==> src/rtl/spi_mem_pkg.sv <==
// Shared command codes, FSM state type and byte-lane helpers for the SPI memory bridge.
package spi_mem_pkg;

    localparam logic [7:0] CMD_MEM_WR   = 8'h2A;
    localparam logic [7:0] CMD_MEM_RD   = 8'h2B;
    localparam logic [7:0] TX_IDLE_BYTE = 8'h00;

    typedef enum logic [2:0] {
        CMD,
        ADDR,
        WR_DATA,
        RD_DATA,
        DISCARD
    } bridge_state_t;

    // Replace one little-endian byte lane of a 32-bit word.
    function automatic logic [31:0] lane_insert(input logic [31:0] word,
                                                input logic [1:0]  lane,
                                                input logic [7:0]  b);
        logic [31:0] r;
        r = word;
        r[{lane, 3'b000} +: 8] = b;
        return r;
    endfunction

    // Pick one little-endian byte lane out of a 32-bit word.
    function automatic logic [7:0] lane_select(input logic [31:0] word,
                                               input logic [1:0]  lane);
        return word[{lane, 3'b000} +: 8];
    endfunction

endpackage

==> src/rtl/cs_sync.sv <==
// Two-flop synchroniser for the raw SPI chip select with one-cycle edge pulses.
module cs_sync (
    input  logic clk_i,
    input  logic rst_n_i,
    input  logic cs_n_i,
    output logic rise_o,
    output logic fall_o
);

    logic [1:0] sync_q, sync_d;
    logic       prev_q, prev_d;

    // Next-state: shift raw cs_n through the synchroniser, remember last synced value.
    always_comb begin
        sync_d = {sync_q[0], cs_n_i};
        prev_d = sync_q[1];
    end

    // Registers reset to the idle (deselected) level so reset release never fakes an edge.
    always_ff @(posedge clk_i or negedge rst_n_i) begin
        if (!rst_n_i) begin
            sync_q <= 2'b11;
            prev_q <= 1'b1;
        end else begin
            sync_q <= sync_d;
            prev_q <= prev_d;
        end
    end

    assign rise_o = sync_q[1] & ~prev_q;
    assign fall_o = ~sync_q[1] & prev_q;

endmodule

==> src/rtl/spi_mem_bridge.sv <==
// SPI byte-stream command decoder driving a 32-bit word memory port (host load/debug path).
module spi_mem_bridge
    import spi_mem_pkg::*;
#(
    parameter int RD_LATENCY = 1,
    parameter int ADDR_WIDTH = 24
) (
    input  logic                  clk_i,
    input  logic                  rst_n_i,
    input  logic                  spi_cs_n_i,
    input  logic                  spi_byte_vld_i,
    input  logic [7:0]            spi_byte_data_i,
    output logic                  spi_byte_rdy_o,
    output logic [7:0]            spi_byte_data_o,
    output logic                  mem_wr_en_o,
    output logic                  mem_rd_en_o,
    output logic [ADDR_WIDTH-1:0] mem_addr_o,
    output logic [31:0]           mem_wr_data_o,
    output logic [3:0]            mem_wr_byte_en_o,
    input  logic [31:0]           mem_rd_data_i
);

    logic cs_rise, cs_fall;

    cs_sync u_cs_sync (
        .clk_i   (clk_i),
        .rst_n_i (rst_n_i),
        .cs_n_i  (spi_cs_n_i),
        .rise_o  (cs_rise),
        .fall_o  (cs_fall)
    );

    bridge_state_t         state_q, state_d;
    logic [1:0]            addr_cnt_q, addr_cnt_d;
    logic                  is_rd_q, is_rd_d;
    logic [ADDR_WIDTH-1:0] addr_q, addr_d;
    logic [31:0]           wr_buf_q, wr_buf_d;
    logic [3:0]            wr_be_q, wr_be_d;
    logic [31:0]           rd_word_q, rd_word_d;
    logic [RD_LATENCY-1:0] rd_pipe_q, rd_pipe_d;
    logic                  mem_wr_en_q, mem_wr_en_d;
    logic                  mem_rd_en_q, mem_rd_en_d;
    logic [ADDR_WIDTH-1:0] mem_addr_q, mem_addr_d;
    logic [31:0]           mem_wr_data_q, mem_wr_data_d;
    logic [3:0]            mem_wr_be_q, mem_wr_be_d;
    logic [1:0]            lane;

    assign lane = addr_q[1:0];

    // Decode one received byte per vld, then apply frame end (flush) after it.
    always_comb begin
        state_d       = state_q;
        addr_cnt_d    = addr_cnt_q;
        is_rd_d       = is_rd_q;
        addr_d        = addr_q;
        wr_buf_d      = wr_buf_q;
        wr_be_d       = wr_be_q;
        rd_word_d     = rd_word_q;
        mem_wr_en_d   = 1'b0;
        mem_rd_en_d   = 1'b0;
        mem_addr_d    = mem_addr_q;
        mem_wr_data_d = mem_wr_data_q;
        mem_wr_be_d   = mem_wr_be_q;

        // Read-return tracker: a strobe travels RD_LATENCY stages before capture.
        rd_pipe_d[0] = mem_rd_en_q;
        for (int i = 1; i < RD_LATENCY; i++) begin
            rd_pipe_d[i] = rd_pipe_q[i-1];
        end
        if (rd_pipe_q[RD_LATENCY-1]) begin
            rd_word_d = mem_rd_data_i;
        end

        if (cs_fall) begin
            state_d  = CMD;
            wr_buf_d = 32'h0;
            wr_be_d  = 4'h0;
        end

        if (spi_byte_vld_i) begin
            case (state_q)
                CMD: begin
                    addr_cnt_d = 2'd0;
                    addr_d     = '0;
                    if (spi_byte_data_i == CMD_MEM_WR) begin
                        state_d = ADDR;
                        is_rd_d = 1'b0;
                    end else if (spi_byte_data_i == CMD_MEM_RD) begin
                        state_d = ADDR;
                        is_rd_d = 1'b1;
                    end else begin
                        state_d = DISCARD;
                    end
                end
                ADDR: begin
                    addr_d     = {addr_q[ADDR_WIDTH-9:0], spi_byte_data_i};
                    addr_cnt_d = addr_cnt_q + 2'd1;
                    if (addr_cnt_q == 2'd2) begin
                        if (is_rd_q) begin
                            state_d     = RD_DATA;
                            mem_rd_en_d = 1'b1;
                            mem_addr_d  = {addr_d[ADDR_WIDTH-1:2], 2'b00};
                        end else begin
                            state_d  = WR_DATA;
                            wr_buf_d = 32'h0;
                            wr_be_d  = 4'h0;
                        end
                    end
                end
                WR_DATA: begin
                    wr_buf_d       = lane_insert(wr_buf_q, lane, spi_byte_data_i);
                    wr_be_d[lane]  = 1'b1;
                    addr_d         = addr_q + ADDR_WIDTH'(1);
                    if (lane == 2'd3) begin
                        mem_wr_en_d   = 1'b1;
                        mem_addr_d    = {addr_q[ADDR_WIDTH-1:2], 2'b00};
                        mem_wr_data_d = wr_buf_d;
                        mem_wr_be_d   = wr_be_d;
                        wr_buf_d      = 32'h0;
                        wr_be_d       = 4'h0;
                    end
                end
                RD_DATA: begin
                    addr_d = addr_q + ADDR_WIDTH'(1);
                    // Lane wraps 3 -> 0: prefetch the next word.
                    if (lane == 2'd3) begin
                        mem_rd_en_d = 1'b1;
                        mem_addr_d  = {addr_d[ADDR_WIDTH-1:2], 2'b00};
                    end
                end
                default: ;
            endcase
        end

        if (cs_rise) begin
            // Partial-word flush; skipped if this cycle's byte already completed the word.
            if (state_q == WR_DATA && !mem_wr_en_d && (wr_be_d != 4'h0)) begin
                mem_wr_en_d   = 1'b1;
                mem_addr_d    = {addr_q[ADDR_WIDTH-1:2], 2'b00};
                mem_wr_data_d = wr_buf_d;
                mem_wr_be_d   = wr_be_d;
                wr_buf_d      = 32'h0;
                wr_be_d       = 4'h0;
            end
            state_d = CMD;
        end
    end

    // State, buffers and registered memory-port outputs.
    always_ff @(posedge clk_i or negedge rst_n_i) begin
        if (!rst_n_i) begin
            state_q       <= CMD;
            addr_cnt_q    <= 2'd0;
            is_rd_q       <= 1'b0;
            addr_q        <= '0;
            wr_buf_q      <= 32'h0;
            wr_be_q       <= 4'h0;
            rd_word_q     <= 32'h0;
            rd_pipe_q     <= '0;
            mem_wr_en_q   <= 1'b0;
            mem_rd_en_q   <= 1'b0;
            mem_addr_q    <= '0;
            mem_wr_data_q <= 32'h0;
            mem_wr_be_q   <= 4'h0;
        end else begin
            state_q       <= state_d;
            addr_cnt_q    <= addr_cnt_d;
            is_rd_q       <= is_rd_d;
            addr_q        <= addr_d;
            wr_buf_q      <= wr_buf_d;
            wr_be_q       <= wr_be_d;
            rd_word_q     <= rd_word_d;
            rd_pipe_q     <= rd_pipe_d;
            mem_wr_en_q   <= mem_wr_en_d;
            mem_rd_en_q   <= mem_rd_en_d;
            mem_addr_q    <= mem_addr_d;
            mem_wr_data_q <= mem_wr_data_d;
            mem_wr_be_q   <= mem_wr_be_d;
        end
    end

    assign spi_byte_rdy_o   = spi_byte_vld_i;
    assign spi_byte_data_o  = (state_q == RD_DATA) ? lane_select(rd_word_q, lane) : TX_IDLE_BYTE;
    assign mem_wr_en_o      = mem_wr_en_q;
    assign mem_rd_en_o      = mem_rd_en_q;
    assign mem_addr_o       = mem_addr_q;
    assign mem_wr_data_o    = mem_wr_data_q;
    assign mem_wr_byte_en_o = mem_wr_be_q;

endmodule
==> config.mk <==
export PLATFORM = sky130hd
export DESIGN_NAME = spi_mem_bridge
export DESIGN_NICKNAME = d
export VERILOG_FILES = /design/src/rtl/spi_mem_pkg.sv /design/src/rtl/cs_sync.sv /design/src/rtl/spi_mem_bridge.sv
export SDC_FILE = /design/constraint.sdc
export NUM_CORES = 1
export LEC_CHECK = 0
export ABC_AREA = 0
export ABC_CLOCK_PERIOD_IN_PS = 4900
export BUFFER_PORTS_ARGS = -buffer_cell sky130_fd_sc_hd__buf_2
export CORE_MARGIN = 4
export CORE_UTILIZATION = 50
export DETAILED_ROUTE_END_ITERATION = 6
export PLACE_DENSITY_LB_ADDON = 0.05
export RECOVER_POWER = 100
export SYNTH_ARGS = -nofsm -noshare
export SYNTH_HDL_FRONTEND = slang
export SYNTH_SLANG_ARGS = --single-unit
==> constraint.sdc <==
create_clock -name clk_i -period 4.9 [get_ports clk_i]
set_input_delay 0.245 -clock clk_i [delete_from_list [all_inputs] [get_ports clk_i]]
set_output_delay 0.245 -clock clk_i [all_outputs]
set_load 0.02 [all_outputs]
* Yosys cells after proc, flatten, opt, wreduce, memory -nomap -nowiden
Index checks and enable logic that the tools add are counted.
Widths: inputs -> output; s select.
** Storage, ports and cells
- Register bits :: 164
- Word-level logic and storage cells :: 107
** Cells by class
- Add/subtract/negate cells :: 3
- Order comparisons :: 2
- Eq/ne operators :: 7
- Shift operators :: 3
- Multiplexer cells :: 59
- Bitwise operators :: 5
- Reduce and logical (&&, ||, !) cells :: 13
** Operators by type and width (count)
- $mux 32 :: 12
- $mux 24 :: 7
- $pmux 24 s3 :: 2
- $pmux 32 s2 :: 1
- $mux 4 :: 12
- $bwmux 32 :: 1
- $shift 8x7->32 const A :: 1
- $shiftx 32x6->8 :: 1
- $shiftx 8x7->32 :: 1
- $add 24x1->24 const B :: 1
- $mux 3 :: 6
- $eq 8x6->1 const B :: 2
- $mux 1 :: 12
- $mux 8 :: 1
- $pmux 4 s2 :: 1
- $neg 5->7 :: 1
- $eq 3x2->1 const B :: 2
- $pmux 3 s2 :: 1
- $eq 2x2->1 const B :: 2
- $or 4x4->4 :: 1
- $pmux 2 s2 :: 1
- $reduce_and 2->1 :: 2
- $reduce_bool 2->1 :: 2
- $reduce_bool 4->1 :: 1
- other kinds (14) :: 18

* Depth between registers and ports, before layout
- Word-level depth :: 12
- Depth in mapped cells :: 10

* Modules after synthesis
A second synthesis with hierarchy kept.
** Second synthesis, totals
- Cells, all modules :: 998
- Area, all modules :: 9307.7 um^2
** Modules (own cells, without submodules)
- spi_mem_bridge :: times used 1, cells an instance 993, area each 9213.8 um^2
- cs_sync :: times used 1, cells an instance 5, area each 93.8 um^2

* Worst setup path before layout
No wires, ideal clock.
- Path kind :: flip-flop to flip-flop
- Start :: reg addr_q[0]
- End :: reg mem_addr_q[23], in the netlist mem_addr_o[23]
- Setup time :: 0.129 ns
- Arrival time :: 2.221 ns
- Required time :: 4.771 ns
- Path slack :: 2.550 ns
- Stages on the path, launching flop included :: 11
- Path buffers :: 3
- Path through :: dfrtp_1 -> buf_2 -> inv_1 -> ha_1 -> clkinv_1 -> o22ai_1 -> o41a_1 -> buf_4 -> buf_6 -> a221oi_1 -> a21oi_1
** Between the ends
- Longest elaborated chain between the ends :: 12
** Ends and longest elaborated chain
- start: declaration :: line spi_mem_bridge.sv:36 : logic [ADDR_WIDTH-1:0] addr_q, addr_d;
- start signal: assignment :: line spi_mem_bridge.sv:169 : addr_q <= addr_d;
- $lt 2x3->1 (implied by the code) / $ge 2x1->1 (equally long branches) :: line spi_mem_bridge.sv:112 : wr_be_d[lane] = 1'b1;
- $logic_and 1x1->1 (implied by the code) :: line spi_mem_bridge.sv:112
- $mux 1 (implied by the code) :: line spi_mem_bridge.sv:112
- $demux 1 s2 :: line spi_mem_bridge.sv:112
- $or 4x4->4 (no line)
- $mux 4 :: line spi_mem_bridge.sv:114 : if (lane == 2'd3) begin
- $pmux 4 s2 :: line spi_mem_bridge.sv:81 : case (state_q)
- $mux 4 :: line spi_mem_bridge.sv:80 : if (spi_byte_vld_i) begin
- $reduce_bool 4->1 :: line spi_mem_bridge.sv:137 : if (state_q == WR_DATA && !mem_wr_en_d && (wr_be_d != 4'h0)) begin
- $logic_and 1x1->1 :: line spi_mem_bridge.sv:137
- $mux 24 :: line spi_mem_bridge.sv:137
- $mux 24 (*) :: line spi_mem_bridge.sv:135 : if (cs_rise) begin
- via mem_addr_d[23] :: line spi_mem_bridge.sv:43 : logic [ADDR_WIDTH-1:0] mem_addr_q, mem_addr_d;
- end signal: assignment :: line spi_mem_bridge.sv:176 : mem_addr_q <= mem_addr_d;
- end: declaration :: line spi_mem_bridge.sv:43
Mark *: on every way through the listed nets, which the timed path passes. The rest lies on a longest branch.
A chain may end at the register's enable or synchronous reset.

* Worst setup path after layout
Same ends and word-level chain as after synthesis.

==> impl_metrics.csv <==
group,metric,value,unit
outcome,status,"finished, violations left",
outcome,violations,"capacitance limit, slew limit",
yosys,synth_seq_cells,164,
worst_setup_path,critPathMaxFanout,12,
finish,drive_above_1_share,12.7,%
worst_setup_path,worstPathRequired,5.25,ns
clock_tree,ctsHoldBuffers,2,
pwr,p_leak,0.00429,uW
routing,vias,8244,
clock_tree,htreeDepth,4,
worst_setup_path,crit_start,"addr_q[0]$_DFFE_PN0P_",
yosys,synthTopCellsByArea,"dfrtp_1, a21oi_1, o21ai_0",
sta,setup_violations,0,
routing,drt-total-wl,27.0,mm
worst_setup_path,path_class,"reg -> reg",
sta,fin_crit_sh,78.7,%
floorplan,io_pins,115,
placed_design,place.gp.congestion,0.923,
yosys,synth_top_cell_area_share,44.1,%
finish,final_cell_mix,"dfrtp_1, nor2_1, o21ai_0",
yosys,syn-instance-count,1025,
sta,max_freq,259,MHz
sta,tns,0,ns
worst_setup_path,cp-end-kind,"flop",
yosys,yosys.area.top_type,"dfrtp_1",
global_routing,grt_max_degree,67,
placed_design,hpwl,17.4,mm
yosys,synth_fp_nets,1078,
sta,fin_skew,0.0119,ns
clock_tree,post_cts_resized,0,
placed_design,portBuffers,114,
sta,slew_headroom,-59.8,%
clock_tree,post-cts-setup-buffer-count,0,
yosys,ys_types,71,
yosys,syn_avg_cell_area,8.91,um^2
hold_path,hp-class,"in -> reg",
clock_tree,path_clk_slew,0.07,ns
finish,final_common_cell,"dfrtp_1",
global_routing,grt_first_pass_wirelength,43.6,mm
global_routing,grt-ovfl-total,0,
routing,post_drt_wl_per_cell,20.3,um
global_routing,grt_pass1_vias,7958,
worst_setup_path,r2r_end,"mem_addr_o[23]$_DFF_PN0_",
clock_tree,clock_sinks,164,
sta,finalHoldViolations,0,
worst_setup_path,arrival,4.21,ns
finish,instances_no_fill,1330,
worst_setup_path,start_kind,"flop",
clock_tree,tritoncts,"yes",
global_routing,grt_use_total,27.0,%
worst_setup_path,r2r_cells,7,
clock_tree,clockBufferDepth,2,
hold_path,min_to,"rd_word_q[29]$_DFFE_PN0P_",
global_routing,antenna_found_initial,0,
placed_design,dp_slack,1.50,ns
finish,n_antenna_cell,0,
pwr,cellPowerDensity,296,nW/um^2
flow_run,cap_violations,4,
sta,min_period,3.86,ns
floorplan,coreArea,18000,um^2
routing,drtAntennaViolNets,0,
routing,drc,0,
hold_path,hold_start,"mem_rd_data_i[29]",
yosys,synth_top_flop_cell,"dfrtp_1",
finish,syn_to_final_growth,12.1,%
yosys,synthArstFlopShare,100,%
pwr,worst_ir_drop_vdd,0.000273,V
floorplan,dieArea,20500,um^2
pwr,power.total,3030,uW
placed_design,dp.cells,1296,
clock_tree,numCtsBuffers,17,
routing,drtIter0Drc,742,
yosys,ys_seq_area_share,45.0,%
worst_setup_path,r2r-start,"addr_q[0]$_DFFE_PN0P_",
sta,worst_pin_slew,2.40,ns
floorplan,start_util,50.8,%
floorplan,die_y,143,um
hold_path,holdPathStages,2,
yosys,synth_warnings,0,
sta,rsz0062_at_grt,"false",
routing,firstDrtPassIters,5,
sta,slew_violations,148,
clock_tree,clock_latency,0.43,ns
worst_setup_path,ff2ff_setup_slack,1.04,ns
sta,fin_ws,1.04,ns
routing,routed_via_density,6.20,
clock_tree,cts-root-buf,"clkbuf_16",
finish,fin_nets,1141,
yosys,syn_area,9130,um^2
yosys,synth_edf_count,0,
floorplan,die_x,143,um
floorplan,rows,49,
-- state kept, by name, summed over array words and instances, names as in the netlist --
register,cells
wr_buf_q,32
mem_wr_data_o,32
mem_addr_o,24
u_cs_sync.prev_q,1
wr_be_q,4
addr_cnt_q,2
rd_word_q,32
is_rd_q,1
state_q,3
addr_q,24
mem_wr_byte_en_o,4
rd_pipe_q,1
u_cs_sync.sync_q,2
mem_rd_en_o,1
mem_wr_en_o,1
-- where the power goes --
part           total (uW)  internal [uW]  switching, uW
logic                 263           73.4            190
clock network        1370            736            639
registers            1390           1360           27.0
total                3030           2170            856
-- per-stage QoR --
| stage | instance area (um^2) | utilization (%) | hold slack, ns |
|---|---|---|---|
| 4_1_cts | 10400 | 57.8 | 0.0259 |
| 2_1_floorplan | 9130 | - | -0.0506 |
| 5_1_grt | 10200 | 57.0 | 0.0256 |
| 6_report | 10200 | 57.0 | 0.0430 |
| 3_3_place_gp | 9760 | 54.3 | 0.291 |
| 3_5_place_dp | 9760 | 54.3 | 0.290 |
-- worst max path at each step --
stage / slack, ns / endpoint
finish: 1.04 / mem_addr_o[23]$_DFF_PN0_
global placement: 1.59 / mem_wr_byte_en_o[0]$_DFF_PN0_
floorplan: 2.55 / mem_addr_o[23]$_DFF_PN0_
global route: 0.72 / mem_addr_o[23]$_DFF_PN0_
detailed placement: 1.50 / mem_wr_byte_en_o[0]$_DFF_PN0_
CTS: 1.50 / mem_wr_byte_en_o[0]$_DFF_PN0_
-- Yosys cell counts (9+ instances only) --
cell,number
a21oi_1,97
a221oi_1,11
a22oi_1,23
and3_1,22
buf_2,16
clkbuf_1,58
dfrtp_1,161
ha_1,9
inv_1,16
mux2_2,33
nand2_1,93
nand3_1,11
nor2_1,120
nor2b_1,29
nor3_1,28
nor4_1,11
o211ai_1,38
o21ai_0,94
o21ai_1,11
-- area by class of cell --
cell class | count | area, um^2
fillers | 1661 | 7730
flip-flops and latches | 164 | 4110
clock inverters | 15 | 185
well taps | 229 | 287
clock buffers | 17 | 425
inverters | 17 | 63.8
repair buffers | 134 | 612
multi-input cells | 754 | 4560
-- layer usage --
layer | up-vias | share of wire [%] | global-route usage [%] | wire length, um
met5 | - | 0 | 0 | 0
met4 | 0 | 1.6 | 8.60 | 425
met1 | 4030 | 46 | 40.0 | 12400
met2 | 332 | 45 | 40.4 | 12300
met3 | 30 | 7.3 | 4.82 | 1970
li1 | 3852 | - | - | -
-- cells by family (layout without fill, tap and decap cells) --
| group | after synthesis | count (layout) | share of synthesized area, % |
|---|---|---|---|
| multiplexers | 44 | 44 | 6.37 |
| adder cells (fa/ha/maj) | 9 | 9 | 1.23 |
| AND/OR/NAND/NOR | 358 | 358 | 18.8 |
| AO/OA/AOI/OAI | 339 | 339 | 23.2 |
| flip-flops | 164 | 164 | 45.0 |
| XOR/XNOR | 4 | 4 | 0.384 |
| buffers and inverters | 107 | 183 | 4.96 |
-- critical path, stage by stage, from the launching register on --
cell and delay [ns]:
dfrtp_1 0.60, clkbuf_1 0.71, nand2_1 0.36, nor4_1 1.17
and4_1 0.44, a311oi_1 0.12, a211o_1 0.25, a21oi_1 0.12
Power figures use the tool's default switching activity.
